--- src/rtl/regs_system_ahbl_if.sv ---
// AHB-Lite bus bundle for the system configuration register slot.
// The master modport is the fabric side; HREADY is the fabric's combined ready.
`timescale 1ns/1ps
interface regs_system_ahbl_if #(
    parameter int ADDR_W = 8
) ();
    logic              HSEL;
    logic [ADDR_W-1:0] HADDR;
    logic [1:0]        HTRANS;
    logic              HWRITE;
    logic [2:0]        HSIZE;
    logic [31:0]       HWDATA;
    logic              HREADY;
    logic              HREADYOUT;
    logic              HRESP;
    logic [31:0]       HRDATA;

    modport master (
        output HSEL, HADDR, HTRANS, HWRITE, HSIZE, HWDATA, HREADY,
        input  HREADYOUT, HRESP, HRDATA
    );

    modport slave (
        input  HSEL, HADDR, HTRANS, HWRITE, HSIZE, HWDATA, HREADY,
        output HREADYOUT, HRESP, HRDATA
    );
endinterface

--- src/rtl/regs_system_ahbl.sv ---
// AHB-Lite subordinate holding the system configuration registers (muxsplit, vref, user, sio, status).
// Define MUXSPLIT_BBM_EN to add a per-quadrant break-before-make interval on the muxsplit outputs.
`timescale 1ns/1ps
module regs_system_ahbl #(
    parameter int ADDR_W      = 8,
    parameter int SYNC_STAGES = 2,
    parameter int BBM_CYCLES  = 4
) (
    input  logic              clk,
    input  logic              rst_n,
    regs_system_ahbl_if.slave ahb,

    output logic              bus_muxsplit_se_switch_aa_sl,
    output logic              bus_muxsplit_se_switch_aa_s0,
    output logic              bus_muxsplit_se_switch_bb_s0,
    output logic              bus_muxsplit_se_switch_bb_sl,
    output logic              bus_muxsplit_se_switch_bb_sr,
    output logic              bus_muxsplit_se_switch_aa_sr,
    output logic              bus_muxsplit_sw_switch_aa_sl,
    output logic              bus_muxsplit_sw_switch_aa_s0,
    output logic              bus_muxsplit_sw_switch_bb_s0,
    output logic              bus_muxsplit_sw_switch_bb_sl,
    output logic              bus_muxsplit_sw_switch_bb_sr,
    output logic              bus_muxsplit_sw_switch_aa_sr,
    output logic              bus_muxsplit_ne_switch_aa_sl,
    output logic              bus_muxsplit_ne_switch_aa_s0,
    output logic              bus_muxsplit_ne_switch_bb_s0,
    output logic              bus_muxsplit_ne_switch_bb_sl,
    output logic              bus_muxsplit_ne_switch_bb_sr,
    output logic              bus_muxsplit_ne_switch_aa_sr,
    output logic              bus_muxsplit_nw_switch_aa_sl,
    output logic              bus_muxsplit_nw_switch_aa_s0,
    output logic              bus_muxsplit_nw_switch_bb_s0,
    output logic              bus_muxsplit_nw_switch_bb_sl,
    output logic              bus_muxsplit_nw_switch_bb_sr,
    output logic              bus_muxsplit_nw_switch_aa_sr,

    output logic              bus_vref_e_vrefgen_en,
    output logic              bus_vref_w_vrefgen_en,
    output logic [4:0]        bus_vref_e_ref_sel,
    output logic [4:0]        bus_vref_w_ref_sel,
    output logic              bus_user_ahb_enable,
    output logic [15:0]       bus_user_irqs_enable,
    output logic [5:0]        bus_sio_cfg,

    input  logic              bus_mgmt_select,
    output logic [1:0]        dbg_state
);

    if (SYNC_STAGES < 2 || BBM_CYCLES < 1) begin : g_param_check
        $error("regs_system_ahbl: SYNC_STAGES must be >= 2 and BBM_CYCLES >= 1");
    end

    typedef enum logic [1:0] {
        ST_OKAY = 2'd0,
        ST_ERR1 = 2'd1,
        ST_ERR2 = 2'd2
    } state_e;

    state_e                 state_q;
    logic                   hreadyout_q;
    logic                   hresp_q;

    logic                   dp_valid_q, dp_valid_d;
    logic                   dp_write_q, dp_write_d;
    logic [2:0]             dp_idx_q, dp_idx_d;
    logic [3:0]             dp_lanes_q, dp_lanes_d;
    logic [31:0]            hrdata_q, hrdata_d;
    logic [31:0]            regs_q [7];
    logic [31:0]            regs_d [7];
    logic [SYNC_STAGES-1:0] sync_q, sync_d;

    logic                   take;
    logic                   bad;
    logic [3:0]             lanes;
    logic [2:0]             a_idx;
    logic [31:0]            wmask;
    logic [31:0]            rd_val;
    logic [5:0]             mux_out [4];
    logic                   unused_htrans0;

    // Storage keeps only implemented bits so readback of the rest is zero.
    function automatic logic [31:0] impl_mask(input logic [2:0] idx);
        case (idx)
            3'd0, 3'd1, 3'd2, 3'd3: impl_mask = 32'h0000_003F;
            3'd4:                   impl_mask = 32'h011F_011F;
            3'd5:                   impl_mask = 32'hFFFF_0001;
            3'd6:                   impl_mask = 32'h0000_003F;
            default:                impl_mask = 32'h0000_0000;
        endcase
    endfunction

    assign unused_htrans0 = ahb.HTRANS[0];

    // Handshake: an address phase is taken when HSEL & HREADY & HTRANS[1] at a clock edge;
    // its data phase completes at the next edge on which HREADYOUT is high.
    always_comb begin
        take = ahb.HSEL & ahb.HREADY & ahb.HTRANS[1] & (state_q != ST_ERR1);
        a_idx = ahb.HADDR[4:2];
        case (ahb.HSIZE)
            3'd0:    lanes = 4'b0001 << ahb.HADDR[1:0];
            3'd1:    lanes = ahb.HADDR[1] ? 4'b1100 : 4'b0011;
            default: lanes = 4'b1111;
        endcase
        bad = (ahb.HADDR >= ADDR_W'(32)) | (ahb.HSIZE > 3'd2)
            | ((ahb.HSIZE == 3'd1) & ahb.HADDR[0])
            | ((ahb.HSIZE == 3'd2) & (ahb.HADDR[1:0] != 2'b00));

        wmask = {{8{dp_lanes_q[3]}}, {8{dp_lanes_q[2]}}, {8{dp_lanes_q[1]}}, {8{dp_lanes_q[0]}}};
        for (int i = 0; i < 7; i++) begin
            regs_d[i] = regs_q[i];
            if (dp_valid_q && dp_write_q && (dp_idx_q == 3'(i))) begin
                regs_d[i] = ((regs_q[i] & ~wmask) | (ahb.HWDATA & wmask)) & impl_mask(3'(i));
            end
        end

        // Reading from the next-state values gives read-after-write bypass for free.
        rd_val = {31'd0, sync_q[SYNC_STAGES-1]};
        for (int i = 0; i < 7; i++) begin
            if (a_idx == 3'(i)) begin
                rd_val = regs_d[i];
            end
        end

        dp_valid_d = take & ~bad;
        dp_write_d = ahb.HWRITE;
        dp_idx_d   = a_idx;
        dp_lanes_d = lanes;
        hrdata_d   = (take & ~bad & ~ahb.HWRITE) ? rd_val : 32'd0;
        sync_d     = {sync_q[SYNC_STAGES-2:0], bus_mgmt_select};
    end

    always_ff @(posedge clk or negedge rst_n) begin
        if (!rst_n) begin
            state_q     <= ST_OKAY;
            hreadyout_q <= 1'b1;
            hresp_q     <= 1'b0;
        end else begin
            case (state_q)
                ST_ERR1: begin
                    state_q     <= ST_ERR2;
                    hreadyout_q <= 1'b1;
                    hresp_q     <= 1'b1;
                end
                default: begin
                    if (take && bad) begin
                        state_q     <= ST_ERR1;
                        hreadyout_q <= 1'b0;
                        hresp_q     <= 1'b1;
                    end else begin
                        state_q     <= ST_OKAY;
                        hreadyout_q <= 1'b1;
                        hresp_q     <= 1'b0;
                    end
                end
            endcase
        end
    end

    always_ff @(posedge clk or negedge rst_n) begin
        if (!rst_n) begin
            dp_valid_q <= 1'b0;
            dp_write_q <= 1'b0;
            dp_idx_q   <= 3'd0;
            dp_lanes_q <= 4'd0;
            hrdata_q   <= 32'd0;
            sync_q     <= '0;
            for (int i = 0; i < 7; i++) begin
                regs_q[i] <= 32'd0;
            end
        end else begin
            dp_valid_q <= dp_valid_d;
            dp_write_q <= dp_write_d;
            dp_idx_q   <= dp_idx_d;
            dp_lanes_q <= dp_lanes_d;
            hrdata_q   <= hrdata_d;
            sync_q     <= sync_d;
            for (int i = 0; i < 7; i++) begin
                regs_q[i] <= regs_d[i];
            end
        end
    end

`ifdef MUXSPLIT_BBM_EN
    localparam int CNT_W = $clog2(BBM_CYCLES + 1);

    logic [CNT_W-1:0] bbm_cnt_q [4];
    logic [CNT_W-1:0] bbm_cnt_d [4];

    // A changing commit reloads the quadrant's break; the output is held low while it runs.
    always_comb begin
        for (int q = 0; q < 4; q++) begin
            bbm_cnt_d[q] = (bbm_cnt_q[q] != '0) ? bbm_cnt_q[q] - 1'b1 : '0;
            if (regs_d[q] != regs_q[q]) begin
                bbm_cnt_d[q] = CNT_W'(BBM_CYCLES);
            end
            mux_out[q] = (bbm_cnt_q[q] != '0) ? 6'd0 : regs_q[q][5:0];
        end
    end

    always_ff @(posedge clk or negedge rst_n) begin
        if (!rst_n) begin
            for (int q = 0; q < 4; q++) begin
                bbm_cnt_q[q] <= '0;
            end
        end else begin
            for (int q = 0; q < 4; q++) begin
                bbm_cnt_q[q] <= bbm_cnt_d[q];
            end
        end
    end
`else
    always_comb begin
        for (int q = 0; q < 4; q++) begin
            mux_out[q] = regs_q[q][5:0];
        end
    end
`endif

    assign ahb.HREADYOUT = hreadyout_q;
    assign ahb.HRESP     = hresp_q;
    assign ahb.HRDATA    = hrdata_q;
    assign dbg_state     = state_q;

    assign {bus_muxsplit_se_switch_aa_sr, bus_muxsplit_se_switch_bb_sr, bus_muxsplit_se_switch_bb_sl,
            bus_muxsplit_se_switch_bb_s0, bus_muxsplit_se_switch_aa_s0, bus_muxsplit_se_switch_aa_sl} = mux_out[0];
    assign {bus_muxsplit_sw_switch_aa_sr, bus_muxsplit_sw_switch_bb_sr, bus_muxsplit_sw_switch_bb_sl,
            bus_muxsplit_sw_switch_bb_s0, bus_muxsplit_sw_switch_aa_s0, bus_muxsplit_sw_switch_aa_sl} = mux_out[1];
    assign {bus_muxsplit_ne_switch_aa_sr, bus_muxsplit_ne_switch_bb_sr, bus_muxsplit_ne_switch_bb_sl,
            bus_muxsplit_ne_switch_bb_s0, bus_muxsplit_ne_switch_aa_s0, bus_muxsplit_ne_switch_aa_sl} = mux_out[2];
    assign {bus_muxsplit_nw_switch_aa_sr, bus_muxsplit_nw_switch_bb_sr, bus_muxsplit_nw_switch_bb_sl,
            bus_muxsplit_nw_switch_bb_s0, bus_muxsplit_nw_switch_aa_s0, bus_muxsplit_nw_switch_aa_sl} = mux_out[3];

    assign bus_vref_e_ref_sel    = regs_q[4][4:0];
    assign bus_vref_e_vrefgen_en = regs_q[4][8];
    assign bus_vref_w_ref_sel    = regs_q[4][20:16];
    assign bus_vref_w_vrefgen_en = regs_q[4][24];
    assign bus_user_ahb_enable   = regs_q[5][0];
    assign bus_user_irqs_enable  = regs_q[5][31:16];
    assign bus_sio_cfg           = regs_q[6][5:0];

endmodule

--- src/flat_wrapper.sv ---
// flat-port wrapper written by rule: the top's interface ports become plain ports
module regs_system_ahbl_flat 
#(
    parameter int ADDR_W      = 8,
    parameter int SYNC_STAGES = 2,
    parameter int BBM_CYCLES  = 4
)
  (clk, rst_n, bus_muxsplit_se_switch_aa_sl, bus_muxsplit_se_switch_aa_s0, bus_muxsplit_se_switch_bb_s0, bus_muxsplit_se_switch_bb_sl, bus_muxsplit_se_switch_bb_sr, bus_muxsplit_se_switch_aa_sr, bus_muxsplit_sw_switch_aa_sl, bus_muxsplit_sw_switch_aa_s0, bus_muxsplit_sw_switch_bb_s0, bus_muxsplit_sw_switch_bb_sl, bus_muxsplit_sw_switch_bb_sr, bus_muxsplit_sw_switch_aa_sr, bus_muxsplit_ne_switch_aa_sl, bus_muxsplit_ne_switch_aa_s0, bus_muxsplit_ne_switch_bb_s0, bus_muxsplit_ne_switch_bb_sl, bus_muxsplit_ne_switch_bb_sr, bus_muxsplit_ne_switch_aa_sr, bus_muxsplit_nw_switch_aa_sl, bus_muxsplit_nw_switch_aa_s0, bus_muxsplit_nw_switch_bb_s0, bus_muxsplit_nw_switch_bb_sl, bus_muxsplit_nw_switch_bb_sr, bus_muxsplit_nw_switch_aa_sr, bus_vref_e_vrefgen_en, bus_vref_w_vrefgen_en, bus_vref_e_ref_sel, bus_vref_w_ref_sel, bus_user_ahb_enable, bus_user_irqs_enable, bus_sio_cfg, bus_mgmt_select, dbg_state, ahb_HSEL, ahb_HADDR, ahb_HTRANS, ahb_HWRITE, ahb_HSIZE, ahb_HWDATA, ahb_HREADY, ahb_HREADYOUT, ahb_HRESP, ahb_HRDATA);
  regs_system_ahbl_if #(.ADDR_W(ADDR_W)) ahb_i ();
  input  logic clk;
  input  logic rst_n;
  output logic bus_muxsplit_se_switch_aa_sl;
  output logic bus_muxsplit_se_switch_aa_s0;
  output logic bus_muxsplit_se_switch_bb_s0;
  output logic bus_muxsplit_se_switch_bb_sl;
  output logic bus_muxsplit_se_switch_bb_sr;
  output logic bus_muxsplit_se_switch_aa_sr;
  output logic bus_muxsplit_sw_switch_aa_sl;
  output logic bus_muxsplit_sw_switch_aa_s0;
  output logic bus_muxsplit_sw_switch_bb_s0;
  output logic bus_muxsplit_sw_switch_bb_sl;
  output logic bus_muxsplit_sw_switch_bb_sr;
  output logic bus_muxsplit_sw_switch_aa_sr;
  output logic bus_muxsplit_ne_switch_aa_sl;
  output logic bus_muxsplit_ne_switch_aa_s0;
  output logic bus_muxsplit_ne_switch_bb_s0;
  output logic bus_muxsplit_ne_switch_bb_sl;
  output logic bus_muxsplit_ne_switch_bb_sr;
  output logic bus_muxsplit_ne_switch_aa_sr;
  output logic bus_muxsplit_nw_switch_aa_sl;
  output logic bus_muxsplit_nw_switch_aa_s0;
  output logic bus_muxsplit_nw_switch_bb_s0;
  output logic bus_muxsplit_nw_switch_bb_sl;
  output logic bus_muxsplit_nw_switch_bb_sr;
  output logic bus_muxsplit_nw_switch_aa_sr;
  output logic bus_vref_e_vrefgen_en;
  output logic bus_vref_w_vrefgen_en;
  output logic [4:0] bus_vref_e_ref_sel;
  output logic [4:0] bus_vref_w_ref_sel;
  output logic bus_user_ahb_enable;
  output logic [15:0] bus_user_irqs_enable;
  output logic [5:0] bus_sio_cfg;
  input  logic bus_mgmt_select;
  output logic [1:0] dbg_state;
  input wire logic [$bits(ahb_i.HSEL)-1:0] ahb_HSEL;
  input wire logic [$bits(ahb_i.HADDR)-1:0] ahb_HADDR;
  input wire logic [$bits(ahb_i.HTRANS)-1:0] ahb_HTRANS;
  input wire logic [$bits(ahb_i.HWRITE)-1:0] ahb_HWRITE;
  input wire logic [$bits(ahb_i.HSIZE)-1:0] ahb_HSIZE;
  input wire logic [$bits(ahb_i.HWDATA)-1:0] ahb_HWDATA;
  input wire logic [$bits(ahb_i.HREADY)-1:0] ahb_HREADY;
  output wire logic [$bits(ahb_i.HREADYOUT)-1:0] ahb_HREADYOUT;
  output wire logic [$bits(ahb_i.HRESP)-1:0] ahb_HRESP;
  output wire logic [$bits(ahb_i.HRDATA)-1:0] ahb_HRDATA;
  assign ahb_i.HSEL = ahb_HSEL;
  assign ahb_i.HADDR = ahb_HADDR;
  assign ahb_i.HTRANS = ahb_HTRANS;
  assign ahb_i.HWRITE = ahb_HWRITE;
  assign ahb_i.HSIZE = ahb_HSIZE;
  assign ahb_i.HWDATA = ahb_HWDATA;
  assign ahb_i.HREADY = ahb_HREADY;
  assign ahb_HREADYOUT = ahb_i.HREADYOUT;
  assign ahb_HRESP = ahb_i.HRESP;
  assign ahb_HRDATA = ahb_i.HRDATA;
  regs_system_ahbl #(.ADDR_W(ADDR_W), .SYNC_STAGES(SYNC_STAGES), .BBM_CYCLES(BBM_CYCLES)) u_core (.clk(clk), .rst_n(rst_n), .ahb(ahb_i), .bus_muxsplit_se_switch_aa_sl(bus_muxsplit_se_switch_aa_sl), .bus_muxsplit_se_switch_aa_s0(bus_muxsplit_se_switch_aa_s0), .bus_muxsplit_se_switch_bb_s0(bus_muxsplit_se_switch_bb_s0), .bus_muxsplit_se_switch_bb_sl(bus_muxsplit_se_switch_bb_sl), .bus_muxsplit_se_switch_bb_sr(bus_muxsplit_se_switch_bb_sr), .bus_muxsplit_se_switch_aa_sr(bus_muxsplit_se_switch_aa_sr), .bus_muxsplit_sw_switch_aa_sl(bus_muxsplit_sw_switch_aa_sl), .bus_muxsplit_sw_switch_aa_s0(bus_muxsplit_sw_switch_aa_s0), .bus_muxsplit_sw_switch_bb_s0(bus_muxsplit_sw_switch_bb_s0), .bus_muxsplit_sw_switch_bb_sl(bus_muxsplit_sw_switch_bb_sl), .bus_muxsplit_sw_switch_bb_sr(bus_muxsplit_sw_switch_bb_sr), .bus_muxsplit_sw_switch_aa_sr(bus_muxsplit_sw_switch_aa_sr), .bus_muxsplit_ne_switch_aa_sl(bus_muxsplit_ne_switch_aa_sl), .bus_muxsplit_ne_switch_aa_s0(bus_muxsplit_ne_switch_aa_s0), .bus_muxsplit_ne_switch_bb_s0(bus_muxsplit_ne_switch_bb_s0), .bus_muxsplit_ne_switch_bb_sl(bus_muxsplit_ne_switch_bb_sl), .bus_muxsplit_ne_switch_bb_sr(bus_muxsplit_ne_switch_bb_sr), .bus_muxsplit_ne_switch_aa_sr(bus_muxsplit_ne_switch_aa_sr), .bus_muxsplit_nw_switch_aa_sl(bus_muxsplit_nw_switch_aa_sl), .bus_muxsplit_nw_switch_aa_s0(bus_muxsplit_nw_switch_aa_s0), .bus_muxsplit_nw_switch_bb_s0(bus_muxsplit_nw_switch_bb_s0), .bus_muxsplit_nw_switch_bb_sl(bus_muxsplit_nw_switch_bb_sl), .bus_muxsplit_nw_switch_bb_sr(bus_muxsplit_nw_switch_bb_sr), .bus_muxsplit_nw_switch_aa_sr(bus_muxsplit_nw_switch_aa_sr), .bus_vref_e_vrefgen_en(bus_vref_e_vrefgen_en), .bus_vref_w_vrefgen_en(bus_vref_w_vrefgen_en), .bus_vref_e_ref_sel(bus_vref_e_ref_sel), .bus_vref_w_ref_sel(bus_vref_w_ref_sel), .bus_user_ahb_enable(bus_user_ahb_enable), .bus_user_irqs_enable(bus_user_irqs_enable), .bus_sio_cfg(bus_sio_cfg), .bus_mgmt_select(bus_mgmt_select), .dbg_state(dbg_state));
endmodule
--- config.mk ---
export PLATFORM = sky130hd
export DESIGN_NAME = regs_system_ahbl_flat
export DESIGN_NICKNAME = d
export VERILOG_FILES = /design/src/rtl/regs_system_ahbl_if.sv /design/src/rtl/regs_system_ahbl.sv /design/src/flat_wrapper.sv
export SDC_FILE = /design/constraint.sdc
export NUM_CORES = 1
export LEC_CHECK = 0
export ABC_AREA = 1
export CORE_ASPECT_RATIO = 1.75
export CORE_MARGIN = 1
export CORE_UTILIZATION = 55
export DETAILED_ROUTE_END_ITERATION = 10
export PLACE_DENSITY = 0.77
export SKIP_CTS_REPAIR_TIMING = 1
export SLEW_MARGIN = 20
export SYNTH_ARGS = -nofsm -noshare
export SYNTH_HDL_FRONTEND = slang
export SYNTH_SLANG_ARGS = --single-unit
--- constraint.sdc ---
create_clock -name clk -period 1.8 [get_ports clk]
set_input_delay 0.54 -clock clk [delete_from_list [all_inputs] [get_ports clk]]
set_output_delay 0.54 -clock clk [all_outputs]
set_load 0.01 [all_outputs]
==> metrics.txt, run 1 <==
worst path bufs/invs=4; period utilization=110%; top cells by count, synth=inv_1 (303), nand2_1 (276), dfrtp_1 (270); area post-placement=about 14000 µm²; Setup WS pre-CTS=-0.582 ns; failing checks=design-rule violations, negative setup slack; GRT overflow=0; max_slew headroom=about 76%; fillcell total=between 1000 and 1500; Synth cell types=23; Final Worst Setup Slack=-0.172 ns; DRT Wirelength=about 31000 µm; clock transition at the registers of the reported paths=about 0.070 ns; Placer Congestion=between 0.8 and 0.9; clk sink count=271; vias in the first global route=9787; core footprint=20500 µm²; CTS tree=yes; routed via count=9576; Hold Crit Class=input port to register; die area=21600 µm²; Pleak=0.00925 µW; Fmax=507 MHz; cell area power density=between 700 and 800 nW/µm²; Synth Register Bits=271; Worst Max-Slew Pin Slew=around 0.37 ns; CTS Root Cell=clkbuf_16; Synth top area share=a little under 60%; Max-cap violations=0; H-tree depth=1; Inserted Clock Buffers=23; crit-path leading delay family=simple AND/OR/NAND/NOR gates; # DRC=2; post-synthesis adder-cell area fraction=0%; ant diodes=0; Post-synth EDFFs=0; HPWL after DPL=20000 µm; first-pass GRT wire length=around 48000 µm; Worst-Skew Late Latency=~0.52 ns; IO buf count=around 140; register area=between 6000 and 7000 µm²; Clock Path Buffers=3; ANT nets after route=0; worst-path cell chain=buf_6, nor2_4, nand2_2, nor2_4, buf_12, clkbuf_16, nor2_4, nand2_1, nand4_1, o21ai_2, nand3_1, nand2_1, inv_1; Cells after Synth=between 1000 and 1500; Slowest cell on crit path=dfrtp_1; Post-Syn Nets=between 1000 and 1500; Worst setup EP type=register; Critical Path AT=about 2.4 ns; largest family of logic cells by synthesized area=simple AND/OR/NAND/NOR gates; initial core utilization=a little under three fifths; post-DR vias/cell=around 5; Syn Area/Cell=8.22 µm²; critical path type=register to register; largest fanout on the critical path=4; Critical Path RT=2.21 ns; Pre-antenna DRT Iters=9; WL/cell=about 17 µm; RSZ-0062 raised after global routing=true; sequential share of the synthesized area=around three fifths; Global Route Usage Sum=roughly 28%; layout cells sized above 1=between 10 and 15%; Synth Area in XOR/XNOR=0%; Pins Over Slew Limit=0; IO Count=approximately 150; final net count=between 1500 and 2000; final setup skew=roughly 0.018 ns; Final Power=about 12000 µW; Tmin final=just under 2 ns; fin area=15300 µm²; Setup Viol. Count Final=24; Die Width=112 µm; post-synthesis async set-or-reset flop share=100%; Crit path top cell by count=nor2_4; largest area contributor in the netlist=dfrtp_1; status=finished with violations; Max rail drop VDD=0.000671 V; mux share of post-synthesis cell area=0.0866%; yosys warns=0; Site Rows=69; initial antenna violation count=0; WHS=approximately 0.35 ns; area of the multi-input gates=roughly 3500 µm²; initial detailed-routing violation count=610; largest cells by area after synthesis=dfrtp_1 (58%), inv_1 (9.8%), nand2_1 (9.0%); post-synthesis simple-gate area fraction=~22%; Synth Flop Type=dfrtp_1; Critical Path Max Stage Delay=0.40 ns; die height=194 µm; Worst setup SP type=register; Hold Violations, Final=0; largest net degree at the start of global routing=between 50 and 60; Area Growth Syn to Fin=32.7%; Cell Area, Synth=11600 µm²; most frequent cell after synthesis=inv_1; post-synthesis compound-gate area fraction=about 5.3%
-- routing by layer --
metal	vias to the layer above	global-route usage (%)	part of all wire [%]
met5	-	0	0
met4	0	11.5	4.0
met3	90	3.69	5.2
met2	312	50.7	54
met1	4652	33.1	37
li1	4522	-	-
-- cell type report --
class	count	share of cell area [%]
clock buffer	37	4.36
clock inverter	2	0.0897
inverter	311	7.67
multi-input combinational	739	22.8
sequential	271	44.2
tap	248	2.02
timing repair buffer	250	18.9
-- metrics by stage --
step / TNS [ns] / util [%] / std cells
global placement: -14.94 / 67.6 / 1803
global route: -4.72 / 75.0 / 1858
detailed placement: -16.77 / 67.6 / 1803
CTS: -17.21 / 71.0 / 1842
floorplan: 0 / - / 1406
finish: -1.56 / 75.0 / 1858
-- cells in the final DEF (no fill, tap or decap), types with 10 or more instances in the layout --
cell             instances
inv_2                   10
nand3_1                 53
o21ai_2                 19
inv_1                  298
nor2_1                 202
nor2_4                  16
and2_1                  11
a21oi_1                 21
dfrtp_1                269
nor2_2                  14
clkbuf_16               26
clkbuf_1                10
nand2_1                264
o21ai_1                 36
dlymetal6s2s_1          96
buf_12                  27
clkdlybuf4s50_1         38
buf_4                   74
nand4_1                 31
o21ai_0                 37
-- power breakdown --
group / internal [µW] / leakage [µW] / total [µW] / switching, µW
registers: 6120 / 0.00366 / 6150 / 27.7
clock network: 2530 / 0.000332 / 4680 / 2150
logic: 331 / 0.00526 / 784 / 453
-- worst register-to-register path, stage by stage, from the launching register on --
cell       delay [ns]
dfrtp_1          0.40
buf_6            0.14
nor2_4           0.15
nand2_2          0.09
nor2_4           0.18
buf_12           0.15
clkbuf_16        0.15
nor2_4           0.04
nand2_1          0.07
nand4_1          0.12
o21ai_2          0.13
nand3_1          0.13
nand2_1          0.09
inv_1            0.04
-- registers in the layout, indices dropped and copies added, names as in the netlist, 2 cells and up --
name / flops
u_core.ahb.HRDATA: 32
u_core.bus_sio_cfg: 6
u_core.bus_user_irqs_enable: 16
u_core.bus_vref_e_ref_sel: 5
u_core.bus_vref_w_ref_sel: 5
u_core.dbg_state: 2
u_core.dp_idx_q: 3
u_core.dp_lanes_q: 4
u_core.regs_q: 165
u_core.sync_q: 2
-- cell families (layout without fill, tap and decap cells) --
| logic type | after synthesis | count (layout) |
|---|---|---|
| muxes | 1 | 1 |
| buffers and inverters | 396 | 600 |
| AOI/OAI and AO/OA | 120 | 120 |
| DFF | 271 | 271 |
| and+or+nand+nor | 618 | 618 |
-- worst paths after layout --
kind	startpoint	endpoint	slack [ns]	cells after the start
min	ahb_HADDR[2]	u_core.dp_idx_q[0]	0.35	1
max	u_core.dp_idx_q[1]	u_core.ahb.HRDATA[27]	-0.17	13
max reg2reg	u_core.dp_idx_q[1]	u_core.ahb.HRDATA[27]	-0.17	13
min in group asynchronous	rst_n	u_core.bus_muxsplit_se_switch_bb_sl	0.50	2
min reg2reg	u_core.sync_q[0]	u_core.sync_q[1]	0.36	0
max in group asynchronous	rst_n	u_core.ahb.HRDATA[20]	0.62	3
Note: power is estimated with default switching activity, not from simulation.
==> run 2, diff against run 1 <==
- SKIP_LAST_GASP: unset -> 1
==> metrics.txt, run 2 (synthesis results as in run 1) <==
area post-placement=roughly 14000 µm²; Setup Viol. Count Final=23; setup TNS=-1.03 ns; leading cell types in the layout, fill and taps excluded=inv_1 (298), dfrtp_1 (269), nand2_1 (264), nor2_1 (207), dlymetal6s2s_1 (96); Critical Path Max Stage Delay=about 0.4 ns; Critical Path AT=2.36 ns; Pins Over Slew Limit=0; initial detailed-routing violation count=approximately 590; die height=approximately 190 µm; r2r worst-path depth=13; Placer Congestion=about 0.85; Worst setup EP type=register; CTS tree=yes; HPWL after DPL=between 15000 and 20000 µm; Worst Max-Slew Pin Slew=0.367 ns; max reg flops=between 150 and 200; initial antenna violation count=0; core footprint=20500 µm²; layout cells sized above 1=approximately 14%; IO buf count=135; worst-path cell chain=buf_6, nor2_4, nand2_2, nor2_4, buf_12, clkbuf_16, nor2_4, nand2_1, nand4_1, o21ai_2, nand3_1, nand2_1, inv_1; IO Count=146; # DRC=2; cell area power density=between 700 and 800 nW/µm²; Max-cap violations=0; Die Width=112 µm; status=finished with violations; DRT Wirelength=31200 µm; failing checks=design-rule violations, negative setup slack; Max rail drop VDD=0.000667 V; Pre-antenna DRT Iters=8; Slowest cell on crit path=dfrtp_1; Critical Path RT=~2.2 ns; Inst Count DP=1803; first-pass GRT wire length=47900 µm; Pleak=~0.009 µW; die area=between 20000 and 25000 µm²; reg2reg start=u_core.dp_idx_q[1]; clock transition at the registers of the reported paths=~0.070 ns; Tmin final=between 1.5 and 2 ns; Final Power=roughly 12000 µW; initial core utilization=56.5%; RSZ-0062 raised after global routing=true; WL/cell=about 17 µm; clk sink count=approximately 270; max_slew headroom=between 70% and 80%; Setup WS pre-CTS=-0.582 ns; ANT nets after route=0; period utilization=109%; largest register by flop count=u_core.regs_q; Inserted Clock Buffers=23; Global Route Usage Sum=around 28%; final setup skew=approximately 0.015 ns; largest fanout on the critical path=4; routed via count=between 9000 and 10000; non-filler cells, final=around 1900; ant diodes=0; GRT overflow=0; CTS Root Cell=clkbuf_16; critical path type=register to register; fin area=15300 µm²; final net count=roughly 1600; most common cell after layout, fill and taps aside=inv_1; Hold Crit Endpoint=u_core.dp_idx_q[0]; largest net degree at the start of global routing=54; Hold Violations, Final=0; Final Worst Setup Slack=-0.156 ns; Site Rows=between 60 and 70; Hold Crit Class=input port to register; Reg2Reg Setup Slack=-0.16 ns; post-DR vias/cell=5.22; HP Start=ahb_HADDR[2]; Fmax=just over 500 MHz; fillcell total=about 1300; Clock Path Buffers=3; Area Growth Syn to Fin=32.3%; Hold Path Stages=1; Crit path top cell by count=nor2_4; R2R Path End=u_core.ahb.HRDATA[27]; vias in the first global route=9787; Worst setup SP type=register; Worst-Skew Late Latency=0.51 ns; H-tree depth=1
==> run 2: cell type report <==
type	count	area (µm²)	area share, %
inverter	311	1180	7.69
timing repair buffer	250	2890	18.9
tap	248	310	2.03
multi-input combinational	739	3460	22.6
clock inverter	2	13.8	0.0900
sequential	271	6780	44.3
clock buffer	37	668	4.37
==> run 2: critical path, delay by kind of cell (launching register included) <==
family | cells | cell delay [ns]
AO/OA/AOI/OAI | 1 | 0.13
buffers and inverters | 4 | 0.46
flip-flops | 1 | 0.40
AND/OR/NAND/NOR | 8 | 0.86
==> run 2: routing by layer <==
layer / GRT usage [%] / part of all wire, % / up-vias
met5: 0 / 0 / -
met4: 11.5 / 4.2 / 0
met3: 3.69 / 5.9 / 99
met2: 50.7 / 53 / 357
met1: 33.1 / 37 / 4713
li1: - / - / 4527
==> run 2: power by group <==
part | internal (µW) | switching (µW) | leakage (µW) | total (µW)
logic | 329 | 451 | 0.00526 | 780
clock network | 2530 | 2140 | 0.000332 | 4680
registers | 6120 | 26.8 | 0.00366 | 6150
==> run 2: through the flow <==
step                utilization, %  hold slack (ns)
floorplan                        -            0.244
global placement              67.6            0.339
detailed placement            67.6            0.352
CTS                           71.0           -0.105
global route                  74.8            0.357
finish                        74.8            0.355
==> run 2: worst max path at each step <==
stage / start / end / slack [ns] / depth (start not counted)
after floorplan: ahb_HADDR[7] / u_core.ahb.HRDATA[20] / 0.01 / 9
after global placement: ahb_HADDR[2] / u_core.ahb.HRDATA[0] / -0.51 / 7
after detailed placement: ahb_HADDR[2] / u_core.ahb.HRDATA[0] / -0.58 / 7
after CTS: u_core.ahb.HREADYOUT / ahb_HREADYOUT / -0.31 / 1
after global routing: u_core.dp_idx_q[1] / u_core.ahb.HRDATA[1] / -0.21 / 13
final: u_core.dp_idx_q[1] / u_core.ahb.HRDATA[27] / -0.16 / 13
==> run 3, diff against run 2 <==
- HOLD_SLACK_MARGIN: unset -> 0.12
- PLACE_DENSITY: 0.77 -> 0.79
==> metrics.txt, run 3 (synthesis results as in run 1) <==
Site Rows=69; non-filler cells, final=approximately 1900; ANT nets after route=0; setup TNS=-2.30 ns; Tmin final=slightly above 2 ns; Fmax=between 400 and 500 MHz; clock transition at the registers of the reported paths=roughly 0.07 ns; Final Power=12500 µW; GRT overflow=0; Final Worst Setup Slack=-0.215 ns; post-DR vias/cell=5.55; Placer Congestion=roughly 0.85; H-tree depth=1; clk sink count=approximately 270; Hold Violations, Final=0; routed via count=between 10000 and 15000; critical path type=register to register; largest fanout on the critical path=6; IO buf count=around 140; period utilization=112%; cell area power density=between 700 and 800 nW/µm²; first-pass GRT wire length=~49000 µm; Area Growth Syn to Fin=35.9%; ant diodes=0; die height=194 µm; Worst setup SP type=register; final setup skew=just over 0.02 ns; CTS tree=yes; # DRC=3; max_slew headroom=between 60% and 70%; initial detailed-routing violation count=slightly above 900; Setup Viol. Count Final=27; Pre-antenna DRT Iters=10; Worst setup EP type=register; Pins Over Slew Limit=0; Inserted Clock Buffers=24; Worst-Skew Late Latency=between 0.5 and 0.6 ns; Critical Path AT=between 2 and 2.5 ns; largest register by flop count=u_core.regs_q; HPWL after DPL=20400 µm; DRT Wirelength=35600 µm; RSZ-0062 raised after global routing=true; IO Count=146; leading cell types in the layout, fill and taps excluded=inv_1 (298), dfrtp_1 (269), nand2_1 (253), nor2_1 (212), dlymetal6s2s_1 (98); Critical Path RT=2.23 ns; vias in the first global route=10200; Max rail drop VDD=around 0.00071 V; CTS Root Cell=clkbuf_16; Global Route Usage Sum=between 20% and 30%; final net count=roughly 1700; layout cells sized above 1=around 16%; initial core utilization=between 50% and 60%; max reg flops=165; Setup WS pre-CTS=-0.609 ns; Pleak=0.00948 µW; Worst Max-Slew Pin Slew=0.512 ns; Hold Crit Class=input port to register; Clock Path Buffers=3; largest net degree at the start of global routing=between 50 and 60; failing checks=design-rule violations, negative setup slack; status=finished with violations; Inst Count DP=between 1500 and 2000; Max-cap violations=0; initial antenna violation count=0; Die Width=around 110 µm; core footprint=20500 µm²; die area=between 20000 and 25000 µm²; WL/cell=between 15 and 20 µm; most common cell after layout, fill and taps aside=inv_1; Reg2Reg Setup Slack=-0.22 ns
==> run 3: changes by cell type in the layout (fill, tap and decap cells not counted), moves of 5 or more <==
cell,delta
buf_6,+14
nand2_1,-11
clkbuf_1,-9
a21oi_1,-5
buf_4,-8
nor2_1,+5
nand2_2,+7
==> run 3: worst max-delay path: stages, from the launching register on <==
cell	delay (ns)
dfrtp_2	0.47
nor2_4	0.17
nand2_2	0.08
nor2_4	0.22
buf_12	0.16
clkbuf_16	0.16
nor2_1	0.07
nand2_1	0.08
nand4_1	0.16
o21ai_2	0.11
nand3_1	0.10
nand2_1	0.07
inv_1	0.03
==> run 3: final timing paths <==
| kind | start | end | cells after the start |
|---|---|---|---|
| setup / recovery | u_core.dp_idx_q[0] | u_core.ahb.HRDATA[25] | 12 |
| min in group asynchronous | rst_n | u_core.bus_muxsplit_nw_switch_bb_s0 | 2 |
| hold / removal | ahb_HADDR[3] | u_core.dp_idx_q[1] | 2 |
| max in group asynchronous | rst_n | u_core.ahb.HRDATA[19] | 3 |
| hold reg to reg | u_core.sync_q[0] | u_core.sync_q[1] | 0 |
| setup reg to reg | u_core.dp_idx_q[0] | u_core.ahb.HRDATA[25] | 12 |
==> run 3: per-stage QoR <==
step,hold slack [ns],area [µm²],utilization (%)
6_report,0.296,15700,76.8
5_1_grt,0.295,15700,76.8
4_1_cts,-0.0334,14600,71.6
3_5_place_dp,0.364,13800,67.4
3_3_place_gp,0.362,13800,67.4
2_1_floorplan,0.244,11600,-
==> run 3: area by class of cell <==
class	count	area, µm²
Fill cell	1198	4750
Clock buffer	29	659
Timing Repair Buffer	261	3050
Tap cell	248	310
Sequential cell	271	6780
Inverter	311	1180
Multi-Input combinational cell	739	3530
Clock inverter	15	199
==> run 3: routing by layer <==
layer	vias up	share of wire (%)	track usage [%]	wire [µm]
met5	-	0	0	0
met4	0	6.6	16.4	2360
met3	222	7.1	4.10	2530
met2	640	52	50.9	18600
met1	4990	34	32.9	12100
li1	4557	-	-	-
==> run 3: power breakdown <==
group	total, µW	internal (µW)	switching [µW]
Combinational	811	332	478
Sequential	6160	6120	34.3
Clock	5560	3210	2350
